<file path="config.mk">
export PLATFORM = sky130hd
export DESIGN_NAME = mc_ctrl
export DESIGN_NICKNAME = d
export VERILOG_FILES = /design/src/rtl/mc_pkg.sv /design/src/rtl/mc_decode.sv /design/src/rtl/mc_ctrl.sv
export SDC_FILE = /design/constraint.sdc
export NUM_CORES = 1
export LEC_CHECK = 0
export CAP_MARGIN = 20
export CORE_MARGIN = 5
export CORE_UTILIZATION = 35
export CTS_CLUSTER_DIAMETER = 50
export CTS_CLUSTER_SIZE = 25
export DETAILED_ROUTE_END_ITERATION = 6
export GPL_ROUTABILITY_DRIVEN = 0
export PLACE_DENSITY_LB_ADDON = 0.08
export SYNTH_ARGS = -nofsm -noshare
export SYNTH_HDL_FRONTEND = slang
export SYNTH_SLANG_ARGS = --single-unit
</file>
<file path="constraint.sdc">
create_clock -name clk -period 2.05 [get_ports clk]
set_input_delay 0.3075 -clock clk [delete_from_list [all_inputs] [get_ports clk]]
set_output_delay 0.3075 -clock clk [all_outputs]
set_load 0.005 [all_outputs]
</file>
<file path="src/rtl/mc_pkg.sv">
// Shared types and encodings for the multi-cycle MIPS-subset main controller.
// Optional memory handshake is enabled with the MC_CTRL_MEM_WAIT_EN macro.
package mc_pkg;

    typedef enum logic [2:0] {
        S_FETCH  = 3'd0,
        S_DECODE = 3'd1,
        S_EXEC   = 3'd2,
        S_MEM    = 3'd3,
        S_WB     = 3'd4
    } state_t;

    localparam logic [5:0] OP_RTYPE = 6'b000000;
    localparam logic [5:0] OP_ORI   = 6'b001101;
    localparam logic [5:0] OP_LUI   = 6'b001111;
    localparam logic [5:0] OP_LW    = 6'b100011;
    localparam logic [5:0] OP_SW    = 6'b101011;
    localparam logic [5:0] OP_BEQ   = 6'b000100;
    localparam logic [5:0] OP_J     = 6'b000010;
    localparam logic [5:0] OP_JAL   = 6'b000011;

    localparam logic [5:0] FN_ADDU  = 6'b100001;
    localparam logic [5:0] FN_SUBU  = 6'b100011;
    localparam logic [5:0] FN_JR    = 6'b001000;

    localparam logic [1:0] NPC_PC4    = 2'b00;
    localparam logic [1:0] NPC_BRANCH = 2'b01;
    localparam logic [1:0] NPC_JUMP   = 2'b10;
    localparam logic [1:0] NPC_RS     = 2'b11;

    localparam logic [1:0] ALU_ADD = 2'b00;
    localparam logic [1:0] ALU_SUB = 2'b01;
    localparam logic [1:0] ALU_OR  = 2'b10;
    localparam logic [1:0] ALU_LUI = 2'b11;

    localparam logic [1:0] DST_RT = 2'b00;
    localparam logic [1:0] DST_RD = 2'b01;
    localparam logic [1:0] DST_RA = 2'b10;

    localparam logic [1:0] WD_ALU = 2'b00;
    localparam logic [1:0] WD_DM  = 2'b01;
    localparam logic [1:0] WD_PC  = 2'b10;

    // One-hot instruction class; all-zero means undecodable.
    typedef struct packed {
        logic addu;
        logic subu;
        logic jr;
        logic ori;
        logic lui;
        logic lw;
        logic sw;
        logic beq;
        logic j;
        logic jal;
    } instr_t;

    typedef struct packed {
        logic       pc_we;
        logic       ir_we;
        logic [1:0] npc_sel;
        logic       ext_op;
        logic       alu_src_b;
        logic [1:0] alu_op;
        logic       reg_we;
        logic [1:0] reg_dst;
        logic [1:0] wd_sel;
        logic       mem_we;
        logic       retire;
        logic       illegal;
    } ctrl_t;

endpackage

</file>
<file path="src/rtl/mc_decode.sv">
// Combinational opcode/funct decoder producing a one-hot instruction class.
module mc_decode
    import mc_pkg::*;
(
    input  logic [5:0] opcode,
    input  logic [5:0] funct,
    output instr_t     cls,
    output logic       illegal
);

    // NOTE: every signal written in always_comb gets a default first so no latch is inferred.
    always_comb begin
        cls = '0;
        case (opcode)
            OP_RTYPE: begin
                case (funct)
                    FN_ADDU: cls.addu = 1'b1;
                    FN_SUBU: cls.subu = 1'b1;
                    FN_JR:   cls.jr   = 1'b1;
                    default: ;
                endcase
            end
            OP_ORI:  cls.ori = 1'b1;
            OP_LUI:  cls.lui = 1'b1;
            OP_LW:   cls.lw  = 1'b1;
            OP_SW:   cls.sw  = 1'b1;
            OP_BEQ:  cls.beq = 1'b1;
            OP_J:    cls.j   = 1'b1;
            OP_JAL:  cls.jal = 1'b1;
            default: ;
        endcase
    end

    assign illegal = (cls == '0);

endmodule

</file>
<file path="src/rtl/mc_ctrl.sv">
// Multi-cycle main controller: FETCH/DECODE/EXEC/MEM/WB sequencing and datapath strobes.
// Define MC_CTRL_MEM_WAIT_EN to add the mem_ready handshake on FETCH and MEM.
module mc_ctrl
    import mc_pkg::*;
(
    input  logic       clk,
    input  logic       reset,
    input  logic [5:0] opcode,
    input  logic [5:0] funct,
    input  logic       zero,
`ifdef MC_CTRL_MEM_WAIT_EN
    input  logic       mem_ready,
`endif
    output logic       pc_we,
    output logic       ir_we,
    output logic [1:0] npc_sel,
    output logic       ext_op,
    output logic       alu_src_b,
    output logic [1:0] alu_op,
    output logic       reg_we,
    output logic [1:0] reg_dst,
    output logic [1:0] wd_sel,
    output logic       mem_we,
    output logic [2:0] state,
    output logic       retire,
    output logic       illegal
);

    state_t state_q, state_d;
    instr_t cls;
    logic   dec_illegal;
    logic   mem_rdy;
    ctrl_t  c;

`ifdef MC_CTRL_MEM_WAIT_EN
    assign mem_rdy = mem_ready;
`else
    assign mem_rdy = 1'b1;
`endif

    mc_decode u_decode (
        .opcode  (opcode),
        .funct   (funct),
        .cls     (cls),
        .illegal (dec_illegal)
    );

    // NOTE: sequential state uses non-blocking assignment so all flops update together.
    always_ff @(posedge clk or posedge reset) begin
        if (reset) state_q <= S_FETCH;
        else       state_q <= state_d;
    end

    always_comb begin
        state_d = S_FETCH;
        c       = '0;
        case (state_q)
            S_FETCH: begin
                c.ir_we   = mem_rdy;
                c.pc_we   = mem_rdy;
                c.npc_sel = NPC_PC4;
                state_d   = mem_rdy ? S_DECODE : S_FETCH;
            end
            S_DECODE: begin
                if (cls.j || cls.jal) begin
                    c.pc_we   = 1'b1;
                    c.npc_sel = NPC_JUMP;
                    c.retire  = 1'b1;
                    if (cls.jal) begin
                        // PC already holds PC+4, which is the link value.
                        c.reg_we  = 1'b1;
                        c.reg_dst = DST_RA;
                        c.wd_sel  = WD_PC;
                    end
                end else if (cls.jr) begin
                    c.pc_we   = 1'b1;
                    c.npc_sel = NPC_RS;
                    c.retire  = 1'b1;
                end else if (dec_illegal) begin
                    c.illegal = 1'b1;
                    c.retire  = 1'b1;
                end else begin
                    state_d = S_EXEC;
                end
            end
            S_EXEC: begin
                if (cls.addu || cls.subu) begin
                    c.alu_op = cls.subu ? ALU_SUB : ALU_ADD;
                    state_d  = S_WB;
                end else if (cls.ori || cls.lui) begin
                    c.alu_src_b = 1'b1;
                    c.alu_op    = cls.lui ? ALU_LUI : ALU_OR;
                    state_d     = S_WB;
                end else if (cls.lw || cls.sw) begin
                    c.ext_op    = 1'b1;
                    c.alu_src_b = 1'b1;
                    c.alu_op    = ALU_ADD;
                    state_d     = S_MEM;
                end else if (cls.beq) begin
                    c.ext_op  = 1'b1;
                    c.alu_op  = ALU_SUB;
                    c.npc_sel = NPC_BRANCH;
                    c.pc_we   = zero;
                    c.retire  = 1'b1;
                end
            end
            S_MEM: begin
                if (cls.sw) begin
                    c.mem_we = 1'b1;
                    c.retire = mem_rdy;
                    state_d  = mem_rdy ? S_FETCH : S_MEM;
                end else if (cls.lw) begin
                    state_d = mem_rdy ? S_WB : S_MEM;
                end
            end
            S_WB: begin
                c.reg_we  = 1'b1;
                c.retire  = 1'b1;
                c.reg_dst = (cls.addu || cls.subu) ? DST_RD : DST_RT;
                c.wd_sel  = cls.lw ? WD_DM : WD_ALU;
            end
            default: state_d = S_FETCH;
        endcase

        // Reset is asynchronous, so strobes must drop the moment it rises.
        if (reset) c = '0;
    end

    assign state     = state_q;
    assign pc_we     = c.pc_we;
    assign ir_we     = c.ir_we;
    assign npc_sel   = c.npc_sel;
    assign ext_op    = c.ext_op;
    assign alu_src_b = c.alu_src_b;
    assign alu_op    = c.alu_op;
    assign reg_we    = c.reg_we;
    assign reg_dst   = c.reg_dst;
    assign wd_sel    = c.wd_sel;
    assign mem_we    = c.mem_we;
    assign retire    = c.retire;
    assign illegal   = c.illegal;

endmodule

</file>
**Word level (Yosys, flattened, before mapping)**

Index checks and enable logic that the tools add are counted.

- Register bits after elaboration: 3
- Input port bits: 15
- Output and inout port bits: 19
- Logic and storage cells: 85

- Eq/ne operators: 14
- Muxes and demuxes: 63
- Reduce and logical (&&, ||, !) cells: 7

Operators by type and width:

| operator | number |
|---|---|
| 2-to-1 mux 1 bit | 36 |
| == test 6 bit (second input constant) | 4 |
| 2-to-1 mux 2 bit | 11 |
| 2-to-1 mux 3 bit | 7 |
| == test 6 x 4 -> 1 bit (second input constant) | 3 |
| 2-to-1 mux 16 bit | 1 |
| == test 6 x 2 -> 1 bit (second input constant) | 2 |
| case mux 3 bit (4 select lines) | 1 |
| logical NOT 10 bit | 1 |
| 2-to-1 mux 5 bit | 2 |
| case mux 5 bit (2 select lines) | 1 |
| == test 3 x 2 -> 1 bit (second input constant) | 2 |
| == test 6 x 3 -> 1 bit (second input constant) | 1 |
| logical NOT 6 bit | 1 |
| logical OR 1 bit | 4 |
| 2-to-1 mux 4 bit | 1 |
| case mux 1 bit (4 select lines) | 1 |
| case mux 2 bit (2 select lines) | 1 |
| == test 3 x 1 -> 1 bit (second input constant) | 1 |
| == test 3 bit (second input constant) | 1 |
| logical NOT 3 bit | 1 |
| case mux 1 bit (3 select lines) | 1 |

**Logic depth before layout (Yosys ltp)**

Gate-level depths: netlist of the first run.

- Word-level depth: 9
- Depth in mapped cells: 7
- Gate-level depth less buffers: 5

**By module**

From an unflattened synthesis of the first run, not the netlist that was laid out.

- Cells, all modules: 86
- Area total of the unflattened synthesis: 636.9 um^2

Modules (own cells, without submodules):

| module | times used | cells an instance | area each (um^2) | sequential area each (um^2) |
|---|---|---|---|---|
| mc_ctrl | 1 | 58 | 435.4 | 75.1 |
| mc_decode | 1 | 28 | 201.4 | 0.0 |

**Least setup slack after synthesis of the first run**

No wires, ideal clock.

- Path type: input to output
- Start point: input port opcode[1]
- End point: output port alu_op[0]
- Arrival: 1.535 ns
- Data required time: 1.742 ns
- Setup slack: 0.207 ns
- Stages: 5
- Buffers on the path: 1
- Cells stage by stage: buf_6 > or4_4 > nor3_4 > a221oi_1 > nor4_1

- Longest elaborated chain between the ends: 8
- Elaborated cells on any way between the ends: 23
- Those cells by class: eq/ne: 5; mux: 14; reduce/logical: 4

RTL lines:

| element | line | text |
|---|---|---|
| start: declaration | mc_ctrl.sv:8 | `input logic [5:0] opcode,` |
| == test 6 x 3 -> 1 bit / == test 6 bit (equally long branches) | mc_decode.sv:14 | `case (opcode)` |
| 2-to-1 mux 1 bit | mc_decode.sv:14 |  |
| 2-to-1 mux 1 bit / logical OR 1 bit (equally long branches) | mc_ctrl.sv:99, mc_ctrl.sv:94 |  |
| 2-to-1 mux 1 bit | mc_ctrl.sv:94 | `end else if (cls.lw \|\| cls.sw) begin` |
| 2-to-1 mux 3 bit | mc_ctrl.sv:90 | `end else if (cls.ori \|\| cls.lui) begin` |
| 2-to-1 mux 2 bit * | mc_ctrl.sv:87 | `if (cls.addu \|\| cls.subu) begin` |
| 2-to-1 mux 4 bit * | mc_ctrl.sv:57 | `case (state_q)` |
| 2-to-1 mux 16 bit * | mc_ctrl.sv:126 | `if (reset) c = '0;` |
| end: declaration | mc_ctrl.sv:19 | `output logic [1:0] alu_op,` |

Every way passes the cells marked *; elsewhere a longest branch is shown, timed or not.

**Final worst setup path of the first run**

- Start point: input port funct[0]
- End point: output port ext_op

- Longest elaborated chain between the ends: 7
- Elaborated cells on any way between the ends: 9
- Those cells by class: eq/ne: 2; mux: 6; reduce/logical: 1

RTL lines:

| element | line | text |
|---|---|---|
| start: declaration | mc_ctrl.sv:9 | `input logic [5:0] funct,` |
| == test 6 bit | mc_decode.sv:16 | `case (funct)` |
| 2-to-1 mux 1 bit | mc_decode.sv:16 |  |
| 2-to-1 mux 3 bit * | mc_decode.sv:14 |  |
| logical OR 1 bit * | mc_ctrl.sv:87 |  |
| 2-to-1 mux 3 bit * | mc_ctrl.sv:87 |  |
| 2-to-1 mux 4 bit * | mc_ctrl.sv:57 |  |
| 2-to-1 mux 16 bit * | mc_ctrl.sv:126 |  |
| end: declaration | mc_ctrl.sv:17 | `output logic ext_op,` |

Marks and branches as above.

==> out/qor.yml, run 1 <==
cts_buffers: 3
diodes: 0
final_max_slew_viol_count: 0
start_util_pct: 36.55
synthTopCellsByCount: "14 x nor2_1, 8 x nand2_1, 4 x a21oi_1, 4 x nor2b_1, 4 x nor3_1"
drc: 0
seq_area_frac_synth_pct: 13.79
drt_iter0_drc: 24
leakage_nw: 0.6009
required_ns: 1.74
die_x_um: 49.44
dr.pass1.iters: 4
grt.total_usage_pct: 19.83
whs_ns: 0.3983
fillers: 113
status: "finished clean"
ys_types: 35
powerDensity_nw_per_um2: 450.9
startpoint_type: "primary input"
max_freq_mhz: 499.6
hold_viol_final: 0
synth.most_common_cell: "nor2_1"
rsz0062_at_grt: "true"
relSlewSlack_pct: 81.97
clkSinkCount: 3
viasPerCell: 5.393
ys_warn_count: 0
io_buffers: 33
multi_input_area_sq_um: 526.8
grt_overflow: 0
vias: 879
clock_latency_ns: 0.23
finalSetupViolCount: 0
cts_tree: "yes"
synth_ff_type: "dfrtp_1"
synth.largest_area_cell: "dfrtp_1"
synth_nets: 94
syn_inst: 79
dp_hpwl_mm: 1.801
syn_area_sq_um: 544.3
worst_setup_path_end_kind: "primary output"
post-place-ws_ns: -0.7952
grt_start_max_net_pins: 13
wl_per_cell_um: 14.93
worst_slack_ns: 0.04856
syn2layout_area_growth_pct: 122.1
post-route-period-util_pct: 97.63
drive_gt1_share_pct: 53.74
die_h_um: 49.44
htree_num_levels: 1
antenna_found_initial: 0
hp-class: "in -> async"
postSynthAreaPerCell_sq_um: 6.890
ys_ff_latch: 3
clock_path_buffers: 2
worstPathMaxFanout: 3
maxCapViolCount: 0
ir_drop_uv: 620.0
seq_area_sq_um: 76.32
fin_crit_ns: 2.001
ctsRootBufferMaster: "clkbuf_4"
clkTransAtPathRegs_ns: 0.04
ys_top_cells_by_area: "dfrtp_1 14%, nor2_1 9.7%, or4_4 6.2%"
routed_wl_mm: 2.433
grt_pass1_vias: 877
rr_worst_depth: 2
netlist.area_leader.share_pct: 13.79
nets: 163
synth_edf_count: 0
tightest_slew_ns: 0.2681
coreArea_sq_um: 1489
ant_nets: 0
largest_register_ffs: 3
fp.dieArea_sq_um: 2444
row_count: 14
clock-skew-final_ns: 0.001156
cp.arrival_ns: 1.69
reg2reg_slack_ns: 0.90
grt_first_pass_wirelength_mm: 3.960
ios: 34
ys_async_sr_fraction_pct: 100.0
critical_path_class: "in -> out"
-- cell families (layout without fill, tap and decap cells) --
| family | Yosys count | count (layout) | share of synthesized area [%] |
|---|---|---|---|
| flops | 3 | 3 | 13.79 |
| simple gates | 52 | 52 | 55.86 |
| buf+inv | 6 | 74 | 6.206 |
| compound gates | 18 | 18 | 24.14 |
-- layout by cell type (no fill, tap or decap), types with 2 or more instances in the layout --
cell type / synthesis / layout
clkbuf_4: 0 / 3
clkdlybuf4s50_1: 0 / 4
nor2_1: 14 / 10
nand2b_4: 1 / 2
clkbuf_2: 0 / 3
nor2b_1: 4 / 3
o21a_1: 2 / 2
nor3_4: 1 / 2
buf_6: 1 / 7
nor3_1: 4 / 3
dlymetal6s2s_1: 0 / 2
a21oi_1: 4 / 2
a31oi_1: 2 / 2
clkdlybuf4s15_1: 0 / 2
nand3_1: 2 / 2
dfrtp_1: 3 / 2
or4_4: 3 / 3
buf_4: 1 / 32
nand2_1: 8 / 8
o21ai_0: 2 / 2
buf_2: 0 / 8
dlygate4sd2_1: 0 / 11
nor4_1: 3 / 2
a21oi_2: 0 / 2
nor2_2: 0 / 3
-- metal layers --
layer / global-route usage, % / share of wire [%] / vias to the layer above
li1: - / - / 429
met1: 25.87 / 46 / 416
met2: 33.26 / 48 / 32
met3: 5.199 / 4.6 / 2
met4: 2.620 / 0.78 / 0
met5: 0 / 0 / -
-- critical path, stage by stage --
cell           delay [ns]
dlygate4sd2_1        0.24
nand3b_1             0.15
nor3_4               0.06
or4_4                0.48
nand2b_4             0.17
a211oi_2             0.14
buf_2                0.14
-- report_power, final --
part | switching [W] | total (W) | internal [W] | leakage [nW]
Combinational | 0.000157 | 0.000353 | 0.000196 | 0.548
Clock | 0.0000315 | 0.000104 | 0.0000730 | 0.0150
Sequential | 0.0000163 | 0.0000880 | 0.0000717 | 0.0379
Total | 0.000204 | 0.000545 | 0.000341 | 0.601
-- stage by stage --
step	setup TNS [ns]	util, %	instances	total power [W]	instance area (sq um)
global placement	-8.046	74.20	155	0.0004031	1105
finish	0	81.18	163	0.0005450	1209
global route	-0.05520	81.18	163	0.0005871	1209
floorplan	0	-	79	0.0002093	544.3
detailed placement	-8.155	74.20	155	0.0004099	1105
CTS	-0.001603	78.15	161	0.0005321	1164
-- layout make-up --
class,count,area share [%]
clock buffer,4,2.174
multi-input combinational,70,43.58
timing repair buffer,69,45.96
inverter,1,0.3106
tap,16,1.656
sequential,3,6.315
-- path summary, 6_finish.rpt --
kind	startpoint	end
worst max-delay path	funct[0]	ext_op
worst min-delay path	reset	state[2]
worst max register to register	state[0]	state[2]
worst min register to register	state[2]	state[0]
max in group asynchronous	reset	state[1]
min in group clk	opcode[4]	state[1]
-- timing repair --
item / in CTS / in global routing
gates cloned: 0 / 0
pin swaps: 11 / 9
buffers inserted: 2 / 2
hold buffers: 0 / 0
gates resized for setup: 78 / 25
setup endpoints to repair: 15 / 10
(Power assumes the default switching activity.)
==> run 2, diff against run 1 <==
- TNS_END_PERCENT: not set -> 30
- clock period: 2.05 -> 2.1 ns (I/O delays scaled with it)
==> run 2 against run 1 <==
Combinational power is 3% higher. Critical path type unchanged. Global-route usage is 0.14 points higher. Critical path depth is 1 lower. Largest power group unchanged. Via count is 5.6% higher. Non-clock buffer count up 3. Sequential power is 3.0% lower. Die area did not move. Routed wire length rose by 15%. Clock skew is 0.0090 ns higher. Hold slack got worse by 0.036 ns. Register-to-register slack better by 0.07 ns. Total power rose by 3.6%. Highest routed layer unchanged.
==> out/qor.yml, run 2 (synthesized netlist as in run 1, its figures left out) <==
powerDensity_nw_per_um2: 457.7  # +1.5%
wl_met3_um: 203  # +81%
drive_gt1_share_pct: 56.00  # +2.3 points
crit_family: "simple AND/OR/NAND/NOR gates"
clkSinkCount: 3  # unchanged
tightest_slew_ns: 0.3344  # +0.06622 ns
post-place-ws_ns: -0.7690  # +0.02624 ns
met2_length_mm: 1.409  # +20%
clkTransAtPathRegs_ns: 0.04  # about the same
dr.pass1.iters: 4  # unchanged
grt_pass1_vias: 916  # +4.4%
vias: 928  # +5.6%
status: "finished clean"
cp_num_cells: 6  # -1
drc: 0  # unchanged
postLayoutCoreUtil_pct: 82.86  # +1.7 points
tns_ns: 0  # unchanged
viasPerCell: 5.590  # +3.7%
wl_per_cell_um: 16.84  # +13%
final_common_cell: "buf_4"
die_h_um: 49.44  # unchanged
rr_worst_depth: 2  # unchanged
cts_hold_buf: 0  # unchanged
multi_input_area_sq_um: 539.3  # +2.4%
final_cell_mix: "36 x buf_4, 11 x dlygate4sd2_1, 9 x nor2_1, 9 x buf_2, 7 x nand2_1"
coreArea_sq_um: 1489  # unchanged
hold_viol_final: 0  # unchanged
grt_first_pass_wirelength_mm: 3.960  # unchanged
dp_cells: 155  # unchanged
grt.total_usage_pct: 19.96  # +0.14 points
instances_no_fill: 166  # +1.8%
p_total_w: 0.0005646  # +3.6%
nets: 166  # +1.8%
post-route-period-util_pct: 99.76
worstPathMaxFanout: 5  # +2
max_freq_mhz: 477.4
worst_setup_path_end_kind: "primary output"
met1_length_mm: 1.105  # -2.0%
fin_crit_ns: 2.095
clock-skew-final_ns: 0.01011  # +0.008959 ns
cp_common_cell: "buf_2"
rsz0062_at_grt: "true"
grt_start_max_net_pins: 13  # unchanged
hp-class: "in -> async"
cts_tree: "yes"
crit_buf_inv: 2  # unchanged
ctsRootBufferMaster: "clkbuf_4"
drt_iter0_drc: 17  # -29%
syn2layout_area_growth_pct: 126.7
diodes: 0  # unchanged
die_x_um: 49.44  # unchanged
cp.arrival_ns: 1.78  # +0.09 ns
fp.dieArea_sq_um: 2444  # unchanged
ant_nets: 0  # unchanged
required_ns: 1.78  # +0.04 ns
ios: 34  # unchanged
maxCapViolCount: 0  # unchanged
crit_chain: "buf_2, or4_4, nor3_4, a221oi_2, nor4_1, buf_2"
cts_buffers: 3  # unchanged
io_buffers: 33  # unchanged
fillers: 97  # -14%
startpoint_type: "primary input"
slowest_delay_ns: 0.58  # +0.10 ns
finalSetupViolCount: 0  # unchanged
dp_hpwl_mm: 1.828  # +1.5%
final_max_slew_viol_count: 0  # unchanged
antenna_found_initial: 0  # unchanged
relSlewSlack_pct: 77.54  # -4.4 points
ir_drop_uv: 546.4  # -12%
seq_area_sq_um: 75.07  # -1.6%
cp_slowest_cell: "or4_4"
clock_latency_ns: 0.26  # +0.03 ns
grt_overflow: 0  # unchanged
top_layer_used: "met4"
row_count: 14  # unchanged
leakage_nw: 0.6089  # +1.3%
largest_register_ffs: 3  # unchanged
worst_slack_ns: 0.005127  # -0.04343 ns
critical_path_class: "in -> out"
start_util_pct: 36.55  # unchanged
clock_path_buffers: 2  # unchanged
htree_num_levels: 1  # unchanged
routed_wl_mm: 2.795  # +15%
-- run 2: final timing paths --
check                           from        end  slack [ns]
min in group clk           opcode[3]   state[2]        0.60
setup reg to reg            state[0]   state[2]        0.97
hold / removal                 reset   state[2]        0.36
max in group asynchronous      reset   state[0]        1.63
setup / recovery           opcode[3]  alu_op[0]       0.005
hold reg to reg             state[2]   state[0]        0.60
-- run 2: final cells by class --
| type | instances | area share [%] |
|---|---|---|
| multi-input cells | 70 | 43.71 |
| clock buffers | 4 | 2.130 |
| repair buffers | 72 | 46.15 |
| inverters | 1 | 0.3043 |
| well taps | 16 | 1.623 |
| flip-flops and latches | 3 | 6.085 |
-- run 2: where the power goes --
part / switching, W / internal, W / total [W]
logic: 0.000164 / 0.000201 / 0.000365
registers: 0.0000157 / 0.0000697 / 0.0000854
clock network: 0.0000424 / 0.0000720 / 0.000114
total: 0.000222 / 0.000342 / 0.000565
-- run 2: routing by layer --
layer,vias up,track usage [%]
met2,45,33.48
met5,-,0
met4,0,3.493
met3,10,6.116
met1,437,25.18
li1,436,-
-- run 2: per-stage QoR --
stage / hold WS (ns) / cell area [sq um]
finish: 0.3619 / 1234
floorplan: 0.07697 / 544.3
detailed placement: 0.5678 / 1105
global route: 0.3531 / 1234
CTS: 0.5655 / 1141
global placement: 0.5608 / 1105
-- run 2: repair_timing --
item,4_1_cts,5_1_grt
setup endpoints to repair,15,11
pin swaps,9,9
resized for setup,68,26
setup buffers,2,5
-- run 2: worst min-delay path: stages --
cell,delay (ns)
dlymetal6s2s_1,0.16
buf_6,0.14
buf_4,0.13
inv_1,0.07
buf_4,0.12
==> run 3, diff against run 2 <==
- CORE_MARGIN: 5 -> 4
==> run 3 against run 2 <==
Largest cell class unchanged. Sequential power grew 7.0%. Hold slack lost 0.071 ns. First-iteration DRC count grew to 3.5 times the previous value. Clock skew shrank 0.0080 ns. Highest routed layer unchanged. Non-clock buffer count grew 1. Register-to-register slack lost 0.06 ns. Combinational power grew 4%.
==> out/qor.yml, run 3 (synthesized netlist as in run 1, its figures left out) <==
status: "finished clean"
worstSetupStartpoint: "opcode[5]"
finalSetupViolCount: 0  # unchanged
largest_register_ffs: 3  # unchanged
clock_latency_ns: 0.23  # -0.03 ns
wl_per_cell_um: 17.99  # +6.9%
startpoint_type: "primary input"
clkTransAtPathRegs_ns: 0.04  # about the same
clock_path_buffers: 2  # unchanged
diodes: 0  # unchanged
viasPerCell: 5.946  # +6.4%
htree_num_levels: 1  # unchanged
tightest_slew_ns: 0.3449  # +0.01051 ns
worst_setup_path_end_kind: "primary output"
ir_drop_uv: 532.6  # -2.5%
p_int_w: 0.0003553  # +3.8%
grt_overflow: 0  # unchanged
pwr-share-seq_pct: 16.0  # +0.9 points
ctsRootBufferMaster: "clkbuf_4"
row_count: 13  # -1
final_common_cell: "buf_4"
grt_pass1_vias: 994  # +8.5%
crit_chain: "buf_2, or4_4, buf_6, nor2_2, o21a_1, or2_2, clkdlybuf4s15_1"
multi_input_area_sq_um: 495.5  # -8.1%
antenna_found_initial: 0  # unchanged
ios: 34  # unchanged
nets: 167  # +0.60%
dp_cells: 158  # +1.9%
fp.dieArea_sq_um: 2250  # -7.9%
grt_first_pass_wirelength_mm: 4.416  # +12%
die_h_um: 47.44  # -4.0%
coreArea_sq_um: 1383  # -7.1%
leakage_nw: 0.6156  # +1.1%
routed_wl_mm: 2.987  # +6.9%
cts_tree: "yes"
cts_buffers: 3  # unchanged
switching_share_pct: 37.63  # -1.7 points
vias: 987  # +6.4%
slowest_delay_ns: 0.56  # -0.02 ns
drive_gt1_share_pct: 51.66  # -4.3 points
rsz0062_at_grt: "true"
r2r_start: "state[2]"
dr.pass1.iters: 4  # unchanged
die_x_um: 47.44  # -4.0%
syn2layout_area_growth_pct: 120.7
relSlewSlack_pct: 76.94  # -0.60 points
instances_no_fill: 166  # unchanged
dp_hpwl_mm: 2.115  # +16%
hold_viol_final: 0  # unchanged
postLayoutCoreUtil_pct: 86.88  # +4.0 points
ant_nets: 0  # unchanged
final_cell_mix: "36 x buf_4, 11 x nor2_1, 10 x dlygate4sd2_1, 10 x buf_2, 8 x nand2_1"
pwr-share-comb_pct: 66.3  # +1.7 points
post-route-period-util_pct: 99.41  # -0.34 points
drt_iter0_drc: 60  # +43
maxCapViolCount: 0  # unchanged
seq_area_sq_um: 76.32  # +1.7%
worstPathMaxFanout: 3  # -2
grt.total_usage_pct: 27.45  # +7.5 points
critical_path_class: "in -> out"
fin_crit_ns: 2.088  # -0.007195 ns
p_switching_w: 0.0002144  # -3.5%
clkSinkCount: 3  # unchanged
drc: 0  # unchanged
start_util_pct: 39.37  # +2.8 points
max_freq_mhz: 479.0  # +0.34%
cp.arrival_ns: 1.77  # about the same
final_max_slew_viol_count: 0  # unchanged
fillers: 78  # -20%
clock-skew-final_ns: 0.002066  # -0.008048 ns
clkPwrFrac_pct: 17.6  # -2.7 points
powerDensity_nw_per_um2: 474.3  # +3.6%
io_buffers: 33  # unchanged
grt_start_max_net_pins: 8  # -5
cp_slowest_cell: "or4_4"
hp-class: "in -> async"
required_ns: 1.78  # about the same
[run 3: what timing repair did]
action,CTS,global route
setup endpoints to repair,15,15
buffers inserted,2,2
resized for setup,70,17
pin swaps,9,2
hold buffers,0,0
[run 3: routing by layer]
| metal | vias to the layer above | global-route usage [%] | share of wire [%] |
|---|---|---|---|
| met5 | - | 0 | 0 |
| met2 | 91 | 51.34 | 49 |
| li1 | 435 | - | - |
| met3 | 21 | 4.511 | 10 |
| met1 | 440 | 30.02 | 35 |
| met4 | 0 | 11.60 | 5.1 |
[run 3: critical path, delay by kind of cell]
kind                   cells  cell delay, ns
AOI/OAI and AO/OA          1            0.17
and+or+nand+nor            3            0.81
buffers and inverters      3            0.47
[run 3: stage by stage]
stage	setup WS, ns	hold WS [ns]	power (W)	area (sq um)	TNS, ns
2_1_floorplan	0.2422	0.07697	0.0002043	544.3	0
3_3_place_gp	-0.6493	0.5743	0.0004301	1134	-6.942
3_5_place_dp	-0.6981	0.5935	0.0004432	1134	-7.549
4_1_cts	-0.1283	0.5801	0.0005433	1170	-0.2013
5_1_grt	-0.05784	0.2949	0.0006096	1201	-0.1265
6_report	0.01232	0.2907	0.0005697	1201	0
[run 3: layout make-up]
class	instances	share of cell area (%)
timing repair buffer	73	48.33
multi-input combinational	70	41.25
sequential	3	6.354
inverter	1	0.3125
tap	15	1.563
clock buffer	4	2.188
[run 3: final timing paths]
kind                                  to  slack (ns)  cells past startpoint
worst max-delay path               pc_we        0.01                      7
worst max register to register  state[1]        0.91                      5
max in group asynchronous       state[0]        1.70                      4
min in group clk                state[0]        0.65                      2
worst min-delay path            state[1]        0.29                      4
worst min register to register  state[0]        0.65                      2
[run 3: power groups by stage]
stage                     logic, W  clock network, W  registers [W]
after global routing      0.000404          0.000111      0.0000938
after floorplan           0.000120                 0      0.0000847
final                     0.000378          0.000101      0.0000914
after detailed placement  0.000357                 0      0.0000861
after CTS                 0.000355          0.000102      0.0000857
after global placement    0.000344                 0      0.0000862
==> edit 1: new RTL, settings of run 1 <==
Put a register stage on the output `mem_we`, without a reset. The value now appears one clock later. The other outputs are not delayed to match.
--- a/src/rtl/mc_ctrl.sv
+++ b/src/rtl/mc_ctrl.sv
@@ -27,2 +27,4 @@
 );
+
+    logic mem_we_d;
 
@@ -138,3 +140,3 @@
     assign wd_sel    = c.wd_sel;
-    assign mem_we    = c.mem_we;
+    assign mem_we_d  = c.mem_we;
     assign retire    = c.retire;
@@ -142,2 +144,6 @@
 
+    always_ff @(posedge clk) begin
+        mem_we <= mem_we_d;
+    end
+
 endmodule
Function: changed (Yosys sat finds a counterexample within 4 cycles, from zero or initial values and one cycle with reset high).
==> edit 1 against run 1 <==
The run now ends with setup timing left. Total power up 14%. Wire length up 14%. Sequential cell count up 1. Area after synthesis up 3.9%. Count of clock-buffer cells in the layout unchanged. First-iteration DRC count unchanged. Die area up 3.1%. Setup slack worse by 62 ps. Design area up 1.9%. Non-clock buffer count up 2.
==> edit 1: results (changes against run 1) <==
Cell Int Power 0.383 mW (was 0.341 mW); Synth area leaders dfrtp_1 (13%), nor2_1 (9.3%), nand2_1 (6.0%) (was dfrtp_1 (14%), nor2_1 (9.7%), or4_4 (6.2%)); endpoints failing hold 0 (unchanged); largest net degree at the start of global routing 9 (was 13); Detailed Routing Iterations Pass 1 5 (was 4); diode count 0 (unchanged); met3 Use GR 0.0562 (was 0.0520); Slew Limit Headroom 0.773 (was 0.820); r2r endpoint state[1] (was state[2]); fillers 114 (was 113); critical path's slowest cell or4_4 (unchanged); vias in the first global route 946 (was 877); Leak 0.588 nW (was 0.601 nW); reg2reg start state[2] (was state[0]); post-DR wirelength/cell 16.6 um (was 14.9 um); GR Util met1 0.257 (was 0.259); Critical Path Fanout Max 2 (was 3); clk_lat worst skew 260 ps (was 230 ps); Tot GR Track Use 0.204 (was 0.198); fraction of layout cells with a size suffix above 1 0.592 (was 0.537); Synth async-reset ratio 0.750 (was 1.00); FF-to-FF setup slack 880 ps (was 900 ps); Post-Route WL 2790 um (was 2430 um); Synth top cells by count nor2_1 (14), nand2_1 (9), nor3_1 (6) (was nor2_1 (14), nand2_1 (8), a21oi_1 (4), nor2b_1 (4), nor3_1 (4)); skew final 23.7 ps (was 1.16 ps); Seq/Total Area, Yosys 0.168 (was 0.138); violated checks setup timing; first-pass GRT wire length 4170 um (was 3960 um); syn_nets 97 (was 94); total number of yosys warnings 0 (unchanged); Largest register FFs 3 (unchanged); Vias/cell 5.61 (was 5.39); DR iter-0 viols 24 (unchanged); Fin Hold WS 180 ps (was 398 ps); Worst-path clk slew 60 ps (was 40 ps); fin nets 168 (was 163); met2 Use GR 0.345 (was 0.333); Max clock buf depth 2 (unchanged); Finish-stage setup viols 2 (was 0); Worst Path Arrival 1760 ps (was 1690 ps); Post-DP HPWL 1860 um (was 1800 um); Syn Area/Cell 6.90 um^2 (was 6.89 um^2); initial antenna violation count 0 (unchanged); outcome finished with violations (was finished, final reports clean); Inst Count DP 158 (was 155); dpl ws -714 ps (was -795 ps); total CTS buffers 3 (unchanged); R2R cell count 5 (was 2); worst setup margin -13.7 ps (was 48.6 ps); Max IR drop VDD 0.792 mV (was 0.620 mV)
## edit 1: kinds of logic (layout without fill, tap and decap cells)
family / Yosys count / in the layout / share of synthesized area
flip-flops: 4 / 4 / 0.168
buffers and inverters: 7 / 77 / 0.0664
AND/OR/NAND/NOR: 54 / 54 / 0.553
AO/OA/AOI/OAI: 17 / 17 / 0.212
## edit 1: worst max-delay path by stage
stage                     startpoint          to  slack [ps]  cells after the start
final                       state[2]      ext_op         -10                      5
after global routing        state[2]      ext_op         -80                      5
after CTS                  opcode[2]  reg_dst[0]         -30                      8
after detailed placement   opcode[3]      ext_op        -710                      7
after global placement     opcode[3]      ext_op        -700                      7
after floorplan            opcode[1]   alu_op[0]         220                      5
## edit 1: final cells by class
| type | count | area share |
|---|---|---|
| tap | 16 | 0.0163 |
| timing repair buffer | 71 | 0.450 |
| clock buffer | 4 | 0.0213 |
| sequential | 4 | 0.0783 |
| inverter | 2 | 0.00610 |
| multi-input combinational | 71 | 0.428 |
## edit 1: through the flow
stage / utilization / total power [mW] / cell area (um^2) / setup TNS, ps
after floorplan: - / 0.234 / 566 / 0
after global placement: 0.739 / 0.448 / 1130 / -7150
after detailed placement: 0.739 / 0.453 / 1130 / -7330
after CTS: 0.788 / 0.593 / 1200 / -37.7
after global routing: 0.808 / 0.657 / 1230 / -208
final: 0.808 / 0.622 / 1230 / -27.0
## edit 1: metal layers
| layer | routed length, um | vias to the layer above |
|---|---|---|
| li1 | - | 441 |
| met1 | 1130 | 455 |
| met2 | 1390 | 45 |
| met3 | 234 | 2 |
| met4 | 28 | 0 |
| met5 | 0 | - |
## edit 1: worst max-delay path: cells and delay by family, from the launching register on
kind,cells,cell delay (ps)
and+or+nand+nor,3,810
DFF,1,380
buffers and inverters,1,140
AOI/OAI and AO/OA,1,180
## edit 1: what timing repair did
item / in CTS / in global routing
pin swaps: 15 / 8
gates resized for setup: 88 / 30
setup endpoints to repair: 14 / 13
buffers inserted: 7 / 0
## edit 1: power by group through the flow
stage               logic, mW  registers (mW)  clock network [mW]
floorplan               0.127           0.106                   0
global placement        0.335           0.113                   0
detailed placement      0.340           0.113                   0
CTS                     0.361           0.114               0.118
global route            0.408           0.121               0.128
finish                  0.382           0.118               0.122
==> edit 2: new RTL, config.mk and constraints of run 1 <==
Without the edit above. Build with the macro `MC_CTRL_MEM_WAIT_EN` defined.
--- a/src/rtl/mc_ctrl.sv
+++ b/src/rtl/mc_ctrl.sv
@@ -2,2 +2,4 @@
 // Define MC_CTRL_MEM_WAIT_EN to add the mem_ready handshake on FETCH and MEM.
+`define MC_CTRL_MEM_WAIT_EN
+
 module mc_ctrl
Ports: changed (added mem_ready); port bits go from 34 to 35. The function was not compared with the original's and may differ.
==> edit 2 against run 1 <==
Clock skew increased by 2.2 ps. Area after synthesis fell by 0.46%. Design area is 1.3% higher. Wire length decreased by 3.5%. Non-clock buffer count fell by 1. Die area fell by 0.36%. Sequential cell count stayed put. Register-to-register slack worse by 80 ps. Via count down 0.80%. Setup slack got worse by 12 ps.
Power is not compared: it rests on default switching activity, and its combinational part moved more than twofold at a synthesized area within 25%.
==> edit 2: results (changes against run 1) <==
actual slew at the worst max-slew pin 332 ps (was 268 ps); clk_lat worst skew 230 ps (about the same); Max H-tree Level 1 (unchanged); syn_nets 94 (unchanged); first-pass GRT wire length 4000 um (was 3960 um); port buffer count 34 (was 33); Tot GR Track Use 0.204 (was 0.198); outcome finished, final reports clean (unchanged); dpl ws -627 ps (was -795 ps); diode count 0 (unchanged); fillers 102 (was 113); critical path's slowest cell dlygate4sd2_1 (was or4_4); Synth top cells by count nand2_1 (9), nor2_1 (8), a21oi_1 (5), inv_1 (5), nand3_1 (5) (was nor2_1 (14), nand2_1 (8), a21oi_1 (4), nor2b_1 (4), nor3_1 (4)); Crit path largest cell delay 280 ps (was 480 ps); Leak between 0.5 and 0.6 nW; fraction of layout cells with a size suffix above 1 0.463 (was 0.537); Yosys cell types 38 (was 35); initial antenna violation count 0 (unchanged); Vias 872 (was 879); clk root buf clkbuf_4 (unchanged); Seq/Total Area, Yosys 0.139 (was 0.138); Placed Area 1100 um^2 (about the same); skew final 3.37 ps (was 1.16 ps); Worst-path clk slew 40 ps (about the same); Largest register FFs 3 (unchanged); fin nets 164 (was 163); Max clock buf depth 2 (unchanged); vias in the first global route 914 (was 877); Detailed Routing Iterations Pass 1 4 (unchanged); largest net degree at the start of global routing 9 (was 13); Post-Route WL 2350 um (was 2430 um); Synth area leaders dfrtp_1 (14%), nand2_1 (6.2%), nor3_4 (6.0%) (was dfrtp_1 (14%), nor2_1 (9.7%), or4_4 (6.2%)); total CTS buffers 3 (unchanged); Worst Path Arrival 1710 ps (was 1690 ps); total number of yosys warnings 0 (unchanged); DR iter-0 viols 15 (was 24); Post-DP HPWL 1730 um (was 1800 um)
==> edit 2: final cells by class <==
class / instances / share of cell area
Sequential cell: 3 / 0.0613
Tap cell: 16 / 0.0163
Timing Repair Buffer: 68 / 0.445
Inverter: 5 / 0.0153
Multi-Input combinational cell: 67 / 0.440
Clock buffer: 4 / 0.0215
==> edit 2: through the flow <==
stage	util	cells	TNS, ps
floorplan	-	78	0
global placement	0.736	153	-5880
detailed placement	0.736	153	-6090
CTS	0.826	163	-138
global route	0.823	163	0
finish	0.823	163	0
==> edit 2: timing repair <==
action                     CTS  global route
resized for setup           61            15
pin swaps                   10             8
cloned                       0             0
hold buffers                 0             0
buffers inserted             6             0
setup endpoints to repair   15            11
==> edit 2: worst paths after layout <==
path,startpoint,end,slack [ps],cells after the start
max,opcode[0],illegal,40,7
max in group asynchronous,reset,state[2],1730,3
min,reset,state[1],220,3
min in group clk,opcode[3],state[2],600,5
max reg2reg,state[2],state[0],820,4
min reg2reg,state[2],state[2],680,2
==> edit 2: logic make-up after synthesis <==
family | share of synthesized area
compound gates | 0.252
buf+inv | 0.0647
flops | 0.139
simple gates | 0.545
==> edit 2: power by group through the flow <==
stage	Combinational [mW]	Sequential [mW]	Clock (mW)
2_1_floorplan	0.0473	0.0639	0
3_3_place_gp	0.138	0.0640	0
3_5_place_dp	0.139	0.0642	0
4_1_cts	0.148	0.0637	0.103
5_1_grt	0.161	0.0639	0.113
6_report	0.150	0.0636	0.0992
==> edit 2: worst max-delay path: cells and delay by family <==
family	cells	cell delay (ps)
and+or+nand+nor	3	510
AOI/OAI and AO/OA	1	200
buffers and inverters	3	680
==> edit 2: per-layer routing <==
layer | routed length (um) | vias to the layer above | GRT usage
li1 | - | 428 | -
met1 | 1030 | 414 | 0.246
met2 | 1150 | 28 | 0.343
met3 | 150 | 2 | 0.0642
met4 | 15 | 0 | 0.0538
met5 | 0 | - | 0
